File: src/rtl/de_sched14.sv
// rtl/de_sched14.sv - round-robin burst scheduler for a 1-to-4 idle-high serial distributor
// Optional build macro: DE_SCHED14_FIXED_PRIO_EN selects fixed-priority arbitration (ch0 highest).
module de_sched14 #(
  parameter int BURST = 4
) (
  input  logic       iClk,
  input  logic       iRst,
  input  logic       iData,
  input  logic       iValid,
  output logic       oReady,
  input  logic [3:0] iEn,
  input  logic [3:0] iChRdy,
  output logic       oS1,
  output logic       oS0,
  output logic       oZ0,
  output logic       oZ1,
  output logic       oZ2,
  output logic       oZ3,
  output logic       oBusy,
  output logic       oAbort
);

  localparam int CW = $clog2(BURST);

  typedef enum logic [1:0] {IDLE, GRANT, SEND, GAP} state_t;

  state_t          state, stateNxt;
  logic [1:0]      sel, selNxt;
  logic [1:0]      last, lastNxt;
  logic [CW-1:0]   cnt, cntNxt;
  logic [3:0]      z, zNxt;
  logic            abortQ, abortNxt;
  logic [3:0]      elig;
  logic [1:0]      pick;
  logic [1:0]      cand;
  logic            found;

  assign elig = iEn & iChRdy;

  // Arbitration: choose the next channel to grant among the eligible ones
  always_comb begin
    pick  = 2'd0;
    cand  = 2'd0;
    found = 1'b0;
`ifdef DE_SCHED14_FIXED_PRIO_EN
    // Descending scan so the lowest-numbered eligible channel is the final winner
    for (int i = 3; i >= 0; i--) begin
      if (elig[i]) begin
        pick  = 2'(i);
        found = 1'b1;
      end
    end
`else
    // Offsets 0,3,2,1 from last are scanned so offset 1 (last+1) wins when eligible
    for (int i = 4; i >= 1; i--) begin
      cand = last + 2'(i);
      if (elig[cand]) begin
        pick  = cand;
        found = 1'b1;
      end
    end
`endif
  end

  // Next-state, handshake and channel-output data path
  always_comb begin
    stateNxt = state;
    selNxt   = sel;
    lastNxt  = last;
    cntNxt   = cnt;
    zNxt     = 4'hF;
    abortNxt = 1'b0;
    oReady   = 1'b0;
    case (state)
      IDLE: begin
        if (iValid && found) begin
          selNxt   = pick;
          stateNxt = GRANT;
        end
      end
      GRANT: stateNxt = SEND;
      SEND: begin
        // Losing the enable beats any same-cycle transfer: ready is withheld
        if (!iEn[sel]) begin
          abortNxt = 1'b1;
          cntNxt   = '0;
          lastNxt  = sel;
          stateNxt = IDLE;
        end else begin
          oReady = iChRdy[sel];
          if (iValid && iChRdy[sel]) begin
            zNxt[sel] = iData;
            if (cnt == CW'(BURST - 1)) begin
              cntNxt   = '0;
              stateNxt = GAP;
            end else begin
              cntNxt = cnt + 1'b1;
            end
          end
        end
      end
      GAP: begin
        lastNxt  = sel;
        stateNxt = IDLE;
      end
      default: stateNxt = IDLE;
    endcase
  end

  // State and registered outputs; reset drops any burst in progress silently
  always_ff @(posedge iClk) begin
    if (iRst) begin
      state  <= IDLE;
      sel    <= 2'd0;
      last   <= 2'd3;
      cnt    <= '0;
      z      <= 4'hF;
      abortQ <= 1'b0;
    end else begin
      state  <= stateNxt;
      sel    <= selNxt;
      last   <= lastNxt;
      cnt    <= cntNxt;
      z      <= zNxt;
      abortQ <= abortNxt;
    end
  end

  assign {oS1, oS0} = sel;
  assign {oZ3, oZ2, oZ1, oZ0} = z;
  assign oBusy  = (state != IDLE);
  assign oAbort = abortQ;

endmodule

File: config.mk
export PLATFORM = sky130hd
export DESIGN_NAME = de_sched14
export DESIGN_NICKNAME = d
export VERILOG_FILES = /design/src/rtl/de_sched14.sv
export SDC_FILE = /design/constraint.sdc
export NUM_CORES = 1
export LEC_CHECK = 0
export ABC_AREA = 0
export ABC_CLOCK_PERIOD_IN_PS = 1930
export CORE_MARGIN = 2
export CORE_UTILIZATION = 45
export CTS_CLUSTER_DIAMETER = 80
export DETAILED_ROUTE_END_ITERATION = 7
export PLACE_DENSITY = 0.88
export SETUP_SLACK_MARGIN = 0.2
export SLEW_MARGIN = 5
export SYNTH_ARGS = -nofsm -noshare
export SYNTH_HDL_FRONTEND = slang
export SYNTH_SLANG_ARGS = --single-unit
File: constraint.sdc
create_clock -name iClk -period 1.93 [get_ports iClk]
set_clock_uncertainty 0.1 [all_clocks]
set_input_delay 0.2895 -clock iClk [delete_from_list [all_inputs] [get_ports iClk]]
set_output_delay 0.2895 -clock iClk [all_outputs]
set_load 0.01 [all_outputs]
### Word-level counts from Yosys, hierarchy flattened

Cells that the tools add are included.

* output and inout port bits: 9
* logic and storage cells: 78
* bits of input ports: 12
* bits in registers: 13

* equality and inequality tests: 9
* reductions and logical operators: 12
* $lt $le $gt $ge: 6
* bitwise logic cells: 6
* add/sub/neg operators: 4
* multiplexer cells: 35

Operator list (count)
* 2-bit 2-to-1 mux: 12
* 2-bit by 3-bit < comparator with 1-bit output (second input constant): 5
* 1-bit 2-to-1 mux: 14
* 1-bit binary-select mux with 2-bit select: 6
* 2-bit case mux with 4 select lines: 1
* 2-bit equality test (second input constant): 3
* 3-bit inequality test (second input constant): 2
* 2-bit AND reduction: 3
* 2-bit by 1-bit adder with 2-bit output (second input constant): 2
* 2-bit adder (second input constant): 2
* 4-bit bitwise AND: 1
* 2-bit inequality test (second input constant): 2
* 4-bit inverter: 1
* 4-bit bitwise OR: 1
* 2-bit case mux with 2 select lines: 1
* 2-bit nonzero test: 2
* 4-bit OR reduction: 1
* 1-bit logical AND: 3
* 1-bit inverter: 3
* 3-bit AND reduction: 1
* 1-bit demux with 2-bit select: 1
* 2-bit by 1-bit equality test with 1-bit output (second input constant): 1
* 2-bit by 1-bit greater-or-equal comparator with 1-bit output (second input constant): 1
* 2-bit logical NOT: 1
* other kinds (2): 2

### Logic depth before layout (Yosys ltp)

Gate-level depths: netlist of run 1.

* depth after elaboration: 10
* depth in mapped cells: 5
* gate-level depth less buffers: 4

### Least setup slack after synthesis of run 1

Ideal clock, no wire load.

* path type: register to register
* start point: reg sel[0]
* end point: reg cnt[1]
* arrival time: 1.509 ns
* path buffers: 1
* setup slack: 0.203 ns
* required time: 1.713 ns
* cell stages (with the launch flop): 5
* period minus slack after synthesis: 1.727 ns
* library setup time: 0.117 ns
* cells stage by stage: dfxtp_1 > buf_6 > mux4_2 > a31o_1 > a32o_2

* word-level cells in the longest chain between the ends: 5
* elaborated cells on any way between the ends: 8
* those cells by class: eq/ne (1); mux (5); reduce/logical (2)

Ends and longest elaborated chain
* from (decl): line 28 `logic [1:0] sel, selNxt;`
* from (signal assigned): line 121 `sel <= selNxt;`
* 1-bit binary-select mux with 2-bit select: line 91 `if (iValid && iChRdy[sel]) begin`
* 1-bit 2-to-1 mux (implied by the code): line 91
* 1-bit logical AND: line 91
* 2-bit by 1-bit inequality test with 1-bit output (no source line)
* 2-bit AND reduction (no source line)
* to (signal assigned): line 123 `cnt <= cntNxt;`
* to (decl): line 30 `logic [CW-1:0] cnt, cntNxt;`

Several ways; a longest one is shown, not always the timed one. The select of a mux whose other input is x is not followed.
A chain may end at the register's enable or synchronous reset.

### Worst setup path after layout of run 1

* start point: in iChRdy[1]
* end point: out oReady

* word-level cells in the longest chain between the ends: 4

Ends and longest elaborated chain
* from (decl): line 12 `input logic [3:0] iChRdy,`
* 1-bit binary-select mux with 2-bit select: line 90 `oReady = iChRdy[sel];`
* 1-bit 2-to-1 mux (implied by the code): line 90
* 1-bit 2-to-1 mux: line 84 `if (!iEn[sel]) begin`
* 1-bit 2-to-1 mux: line 74 `case (state)`
* to (decl): line 10 `output logic oReady,`

No other way between the ends. The select of a mux whose other input is x is not followed.

==> impl_metrics.ini, run 1 <==
[sta]
timing.hold.ws_ns = 0.413
setup_tns_ns = 0
period_needed_ns = 1.84
rsz0062_at_grt = true
setup_violations = 0
worst_pin_slew_ns = 0.288
hold_violations = 0
period_share = 0.951
slew_headroom = 0.807
maxSlewViolCount = 0
max_freq_mhz = 545

[detailed_routing]
drtPass1Iterations = 4
vias = 728
wl_mm = 1.82
drt_iter0_markers = 20
viasPerCell = 5.78
postRouteAntennaNets = 0
route.detailed.drc = 0
avgRoutedWirePerCell_microns = 14.4

[cells_and_area]
n_antenna_cell = 0
fin_nets = 124
nFillCells = 105
layout-drive-gt1-share = 0.300
area_growth_pct = 49.5
final_area_sq_um = 1070

[yosys]
synthesis.area_sq_um = 718
synth_simple_gate_area_share = 0.246
syn_area_per_cell_sq_um = 9.97
synth_top_family_by_area = simple AND/OR/NAND/NOR gates
ys.flop_type = dfxtp_1
syn_nets = 85
async_flop_share = 0
ys_types = 38
ys_seq_area_frac = 0.362
synth-edff-count = 0
synth_xor_area_frac = 0
synth_compound_area_frac = 0.190
syn_inst = 72
synthAdderAreaFrac = 0.0174
synthMuxAreaShare = 0.141
ys_seq_elements = 13
yosysWarnings = 0

[setup_path]
worstPathCellList = clkdlybuf4s50_1 -> mux4_2 -> nand2_2 -> nor2_1 -> buf_2
rrSetupSlack_ns = 0.20
crit_cells = 5
slowest_delay_ns = 0.47
cp_top_family = buffers and inverters
worst_r2r_path_depth = 4
cp_max_fo = 2
cp.arrival_ns = 1.45
reg2reg_from = sel[0]
end_kind = output pin
critPathSlowestCell = mux4_2
critPathLaunch = iChRdy[1]
crit_type = input port to output pin
crit_required_ns = 1.54
regToRegEndpoint = cnt[1]
crit_buf_inv = 2
cp-start-kind = input port

[floorplan]
die_y_microns = 44.0
placementRows = 14
core_region_area_sq_um = 1510
die_w_microns = 44.0
initial_core_util = 0.477
die_area_sq_um = 1930
io_pins = 21

[flow_run]
drv_cap = 0

[hold_path]
hold_class = flip-flop to flip-flop
hp-start = cnt[1]
holdPathStages = 1
hold_end = cnt[1]

[pwr]
power.density_nw_per_um2 = 570
p_leak_nw = 0.492
ir_worst_vdd_uv = 456

[placement]
dpl_cell_area_sq_um = 1040
hpwl_mm = 1.39
routabilityCongestion = 0.866
numPortBuffers = 20

[grt]
overflow = 0
grt_max_degree = 10
grt_usage = 0.209
grt_pass1_wl_mm = 2.84
grt_pass1_vias = 649
antenna_found_initial = 0

[cts]
cts-root-buf = clkbuf_4
cts_tree = built
clk_pin_slew_ns = 0.08
numCtsBuffers = 3
htree_levels = 1
cts.sinks = 13
clockBufferDepth = 2
cts_setup_buffers = 0
clk-insertion-delay-late_ns = 0.28
hold_buffers = 0

[outcome]
status = finished clean
[metrics by stage]
step	std cells	power, mW	utilization	setup WS, ns
floorplan	72	0.368	-	0.203
global placement	122	0.446	0.692	-0.290
detailed placement	122	0.450	0.692	-0.314
CTS	126	0.612	0.703	0.0792
global route	126	0.638	0.713	0.0511
finish	126	0.612	0.713	0.0945
[cells in the mapped netlist, types with 2 or more instances]
cell,number,share of area
nand3_1,2,0.014
nand3b_1,4,0.042
nor2_1,8,0.042
nand2_1,3,0.016
a22o_1,2,0.024
nand2b_1,2,0.017
mux2_2,2,0.031
mux2i_1,3,0.042
a21oi_1,3,0.021
dfxtp_1,13,0.36
inv_1,2,0.010
a22oi_1,2,0.021
[metal layers]
| layer | vias to the layer above | global-route usage | wire [microns] |
|---|---|---|---|
| li1 | 354 | - | - |
| met1 | 336 | 0.242 | 748 |
| met2 | 31 | 0.356 | 904 |
| met3 | 7 | 0.0625 | 115 |
| met4 | 0 | 0.0909 | 51 |
| met5 | - | 0 | 0 |
[placed cells by master (no fill, tap or decap), types with 2 or more instances in the layout]
| master | Yosys | final |
|---|---|---|
| mux4_2 | 1 | 2 |
| dlygate4sd2_1 | 0 | 7 |
| buf_4 | 1 | 16 |
| dfxtp_1 | 13 | 11 |
| nand2_1 | 3 | 3 |
| dlymetal6s2s_1 | 0 | 3 |
| inv_1 | 2 | 2 |
| mux2_2 | 2 | 2 |
| nand3b_1 | 4 | 4 |
| nand2b_1 | 2 | 2 |
| nand3_1 | 2 | 2 |
| a22o_1 | 2 | 2 |
| clkdlybuf4s50_1 | 0 | 9 |
| a21oi_1 | 3 | 3 |
| clkbuf_4 | 0 | 3 |
| a22oi_1 | 2 | 2 |
| nor2_1 | 8 | 8 |
| mux2i_1 | 3 | 3 |
[cell type report]
cell class	count	area [sq um]	share of cell area
multi-input cells	54	429	0.400
repair buffers	37	325	0.303
flip-flops and latches	13	265	0.247
clock buffers	4	26.3	0.0245
well taps	16	20.0	0.0186
inverters	2	7.51	0.00699
[repair_timing]
action | CTS | global route
gates resized for setup | 16 | 4
setup endpoints to repair | 9 | 6
pin swaps | 2 | 3
[cells by family (layout without fill, tap and decap cells)]
group / count (synthesis) / count (layout)
buffers and inverters: 5 / 43
DFF: 13 / 13
and+or+nand+nor: 28 / 28
AOI/OAI and AO/OA: 18 / 18
muxes: 7 / 7
adders and majority gates: 1 / 1
[worst reg2reg max path, stage by stage, from the launching register on]
cell	delay (ns)
dfxtp_4	0.37
mux4_2	0.53
buf_4	0.17
a31o_1	0.19
a32o_2	0.26
[state kept, by name (all words and copies together), names as in the netlist]
signal and count:
z 4, cnt 2, last 2, sel 2, state 2, oAbort 1
[worst max path at each step]
| stage | endpoint |
|---|---|
| floorplan | cnt[1] |
| global placement | oReady |
| detailed placement | oReady |
| CTS | oReady |
| global route | oReady |
| finish | oReady |
[power by group]
group / leakage [nW] / internal, mW / switching, mW
clock: 0.0150 / 0.0803 / 0.0898
combinational: 0.370 / 0.0881 / 0.0655
sequential: 0.107 / 0.277 / 0.0107
total: 0.492 / 0.446 / 0.166
(Power assumes the default switching activity.)
==> run 2, diff against run 1 <==
--- a/config.mk
+++ b/config.mk
@@ -7,9 +7,8 @@
 export LEC_CHECK = 0
 export ABC_AREA = 0
 export ABC_CLOCK_PERIOD_IN_PS = 1930
-export CORE_MARGIN = 2
+export CORE_MARGIN = 4
 export CORE_UTILIZATION = 45
-export CTS_CLUSTER_DIAMETER = 80
 export DETAILED_ROUTE_END_ITERATION = 7
 export PLACE_DENSITY = 0.88
 export SETUP_SLACK_MARGIN = 0.2
==> run 2 against run 1 <==
  * Power down 0.39%
  * Register-to-register slack worse by 0.07 ns
  * Sequential share of layout area down 0.17 points
  * Critical path type is now flip-flop to flip-flop
  * Critical path depth unchanged
  * Wire length up 5.7%
  * First-iteration DRC count up 40%
  * Highest routed layer unchanged
  * Final area up 0.70%
==> impl_metrics.ini, run 2 (same netlist as run 1, synthesis figures left out) <==
[detailed_routing]
route.detailed.drc = 0
postRouteAntennaNets = 0
vias = 740
drt_iter0_markers = 28
drtPass1Iterations = 6
wl_mm = 1.92
avgRoutedWirePerCell_microns = 15.1
viasPerCell = 5.83

[floorplan]
die_y_microns = 48.0
core_region_area_sq_um = 1510
io_pins = 21
die_area_sq_um = 2300
die_w_microns = 48.0
placementRows = 14
initial_core_util = 0.477

[cts]
cts.sinks = 13
clockBufferDepth = 2
clk_pin_slew_ns = 0.07
clk-insertion-delay-late_ns = 0.27
numCtsBuffers = 3
cts-root-buf = clkbuf_4
cts_tree = built
htree_levels = 1

[cells_and_area]
layout-drive-gt1-share = 0.315
area_growth_pct = 50.5
n_antenna_cell = 0
final_cell_mix = buf_4, dfxtp_1, dlygate4sd2_1, nor2_1, clkdlybuf4s50_1
layout.cells.most_common = buf_4
regMostFlops = z
largest_reg_flops = 4
final_area_sq_um = 1080
fin_nets = 125
utilization = 0.718

[sta]
maxSlewViolCount = 0
setup_violations = 0
period_needed_ns = 1.80
rsz0062_at_grt = true
hold_violations = 0
worst_pin_slew_ns = 0.336
period_share = 0.935
max_freq_mhz = 554
slew_headroom = 0.776

[setup_path]
cp_max_fo = 4
worst_r2r_path_depth = 5
end_kind = flip-flop
crit_type = flip-flop to flip-flop
crit_required_ns = 1.99
cp-start-kind = flip-flop
cp.arrival_ns = 1.86

[pwr]
ir_worst_vdd_uv = 598
power.density_nw_per_um2 = 564
p_leak_nw = 0.476

[placement]
routabilityCongestion = 0.827
dpl_cell_area_sq_um = 1040
hpwl_mm = 1.47
numPortBuffers = 20

[grt]
overflow = 0
grt_pass1_wl_mm = 3.00
antenna_found_initial = 0
grt_usage = 0.193
grt_max_degree = 10
grt_pass1_vias = 677

[hold_path]
holdPathStages = 1
hold_class = flip-flop to flip-flop

[outcome]
status = finished clean

[flow_run]
drv_cap = 0
[run 2: report_power, final]
| part | internal, mW | switching [mW] | leakage (nW) |
|---|---|---|---|
| registers | 0.277 | 0.0115 | 0.107 |
| clock network | 0.0800 | 0.0781 | 0.0150 |
| logic | 0.0917 | 0.0707 | 0.355 |
| total | 0.449 | 0.160 | 0.476 |
[run 2: layer usage]
layer | part of all wire | vias up | global-route usage | routed length, microns
li1 | - | 356 | - | -
met1 | 0.40 | 343 | 0.230 | 778
met2 | 0.49 | 36 | 0.317 | 937
met3 | 0.086 | 5 | 0.0789 | 165
met4 | 0.021 | 0 | 0.0538 | 40
met5 | 0 | - | 0 | 0
[run 2: final timing paths]
kind          start      to  slack, ns
max          sel[0]  cnt[0]       0.13
min          cnt[1]  cnt[1]       0.41
max reg2reg  sel[0]  cnt[0]       0.13
min reg2reg  cnt[1]  cnt[1]       0.41
[run 2: final cells by class]
class / instances / area (sq um)
well taps: 16 / 20.0
inverters: 2 / 7.51
multi-input cells: 54 / 442
clock buffers: 4 / 26.3
repair buffers: 38 / 320
fillers: 113 / 425
flip-flops and latches: 13 / 265
[run 2: what timing repair did]
| item | 4_1_cts | 5_1_grt |
|---|---|---|
| buffers inserted | 0 | 1 |
| hold buffers | 0 | 0 |
| gates resized for setup | 19 | 4 |
| pin swaps | 1 | 1 |
| setup endpoints to repair | 8 | 8 |
[run 2: stage by stage]
step                power (mW)  hold slack (ns)  setup TNS (ns)  cells  setup slack (ns)
global placement         0.447            0.385          -0.817    122            -0.291
global route             0.645            0.443               0    127            0.0452
finish                   0.609            0.413               0    127             0.125
floorplan                0.368            0.292               0     72             0.203
detailed placement       0.451            0.398           -1.03    122            -0.326
CTS                      0.603            0.416               0    126             0.104
[run 2: worst max-delay path, cell delays in order, from the launching register on]
cell,delay [ns]
dfxtp_4,0.37
mux4_2,0.51
buf_4,0.15
buf_6,0.11
a31o_1,0.19
a32o_1,0.26
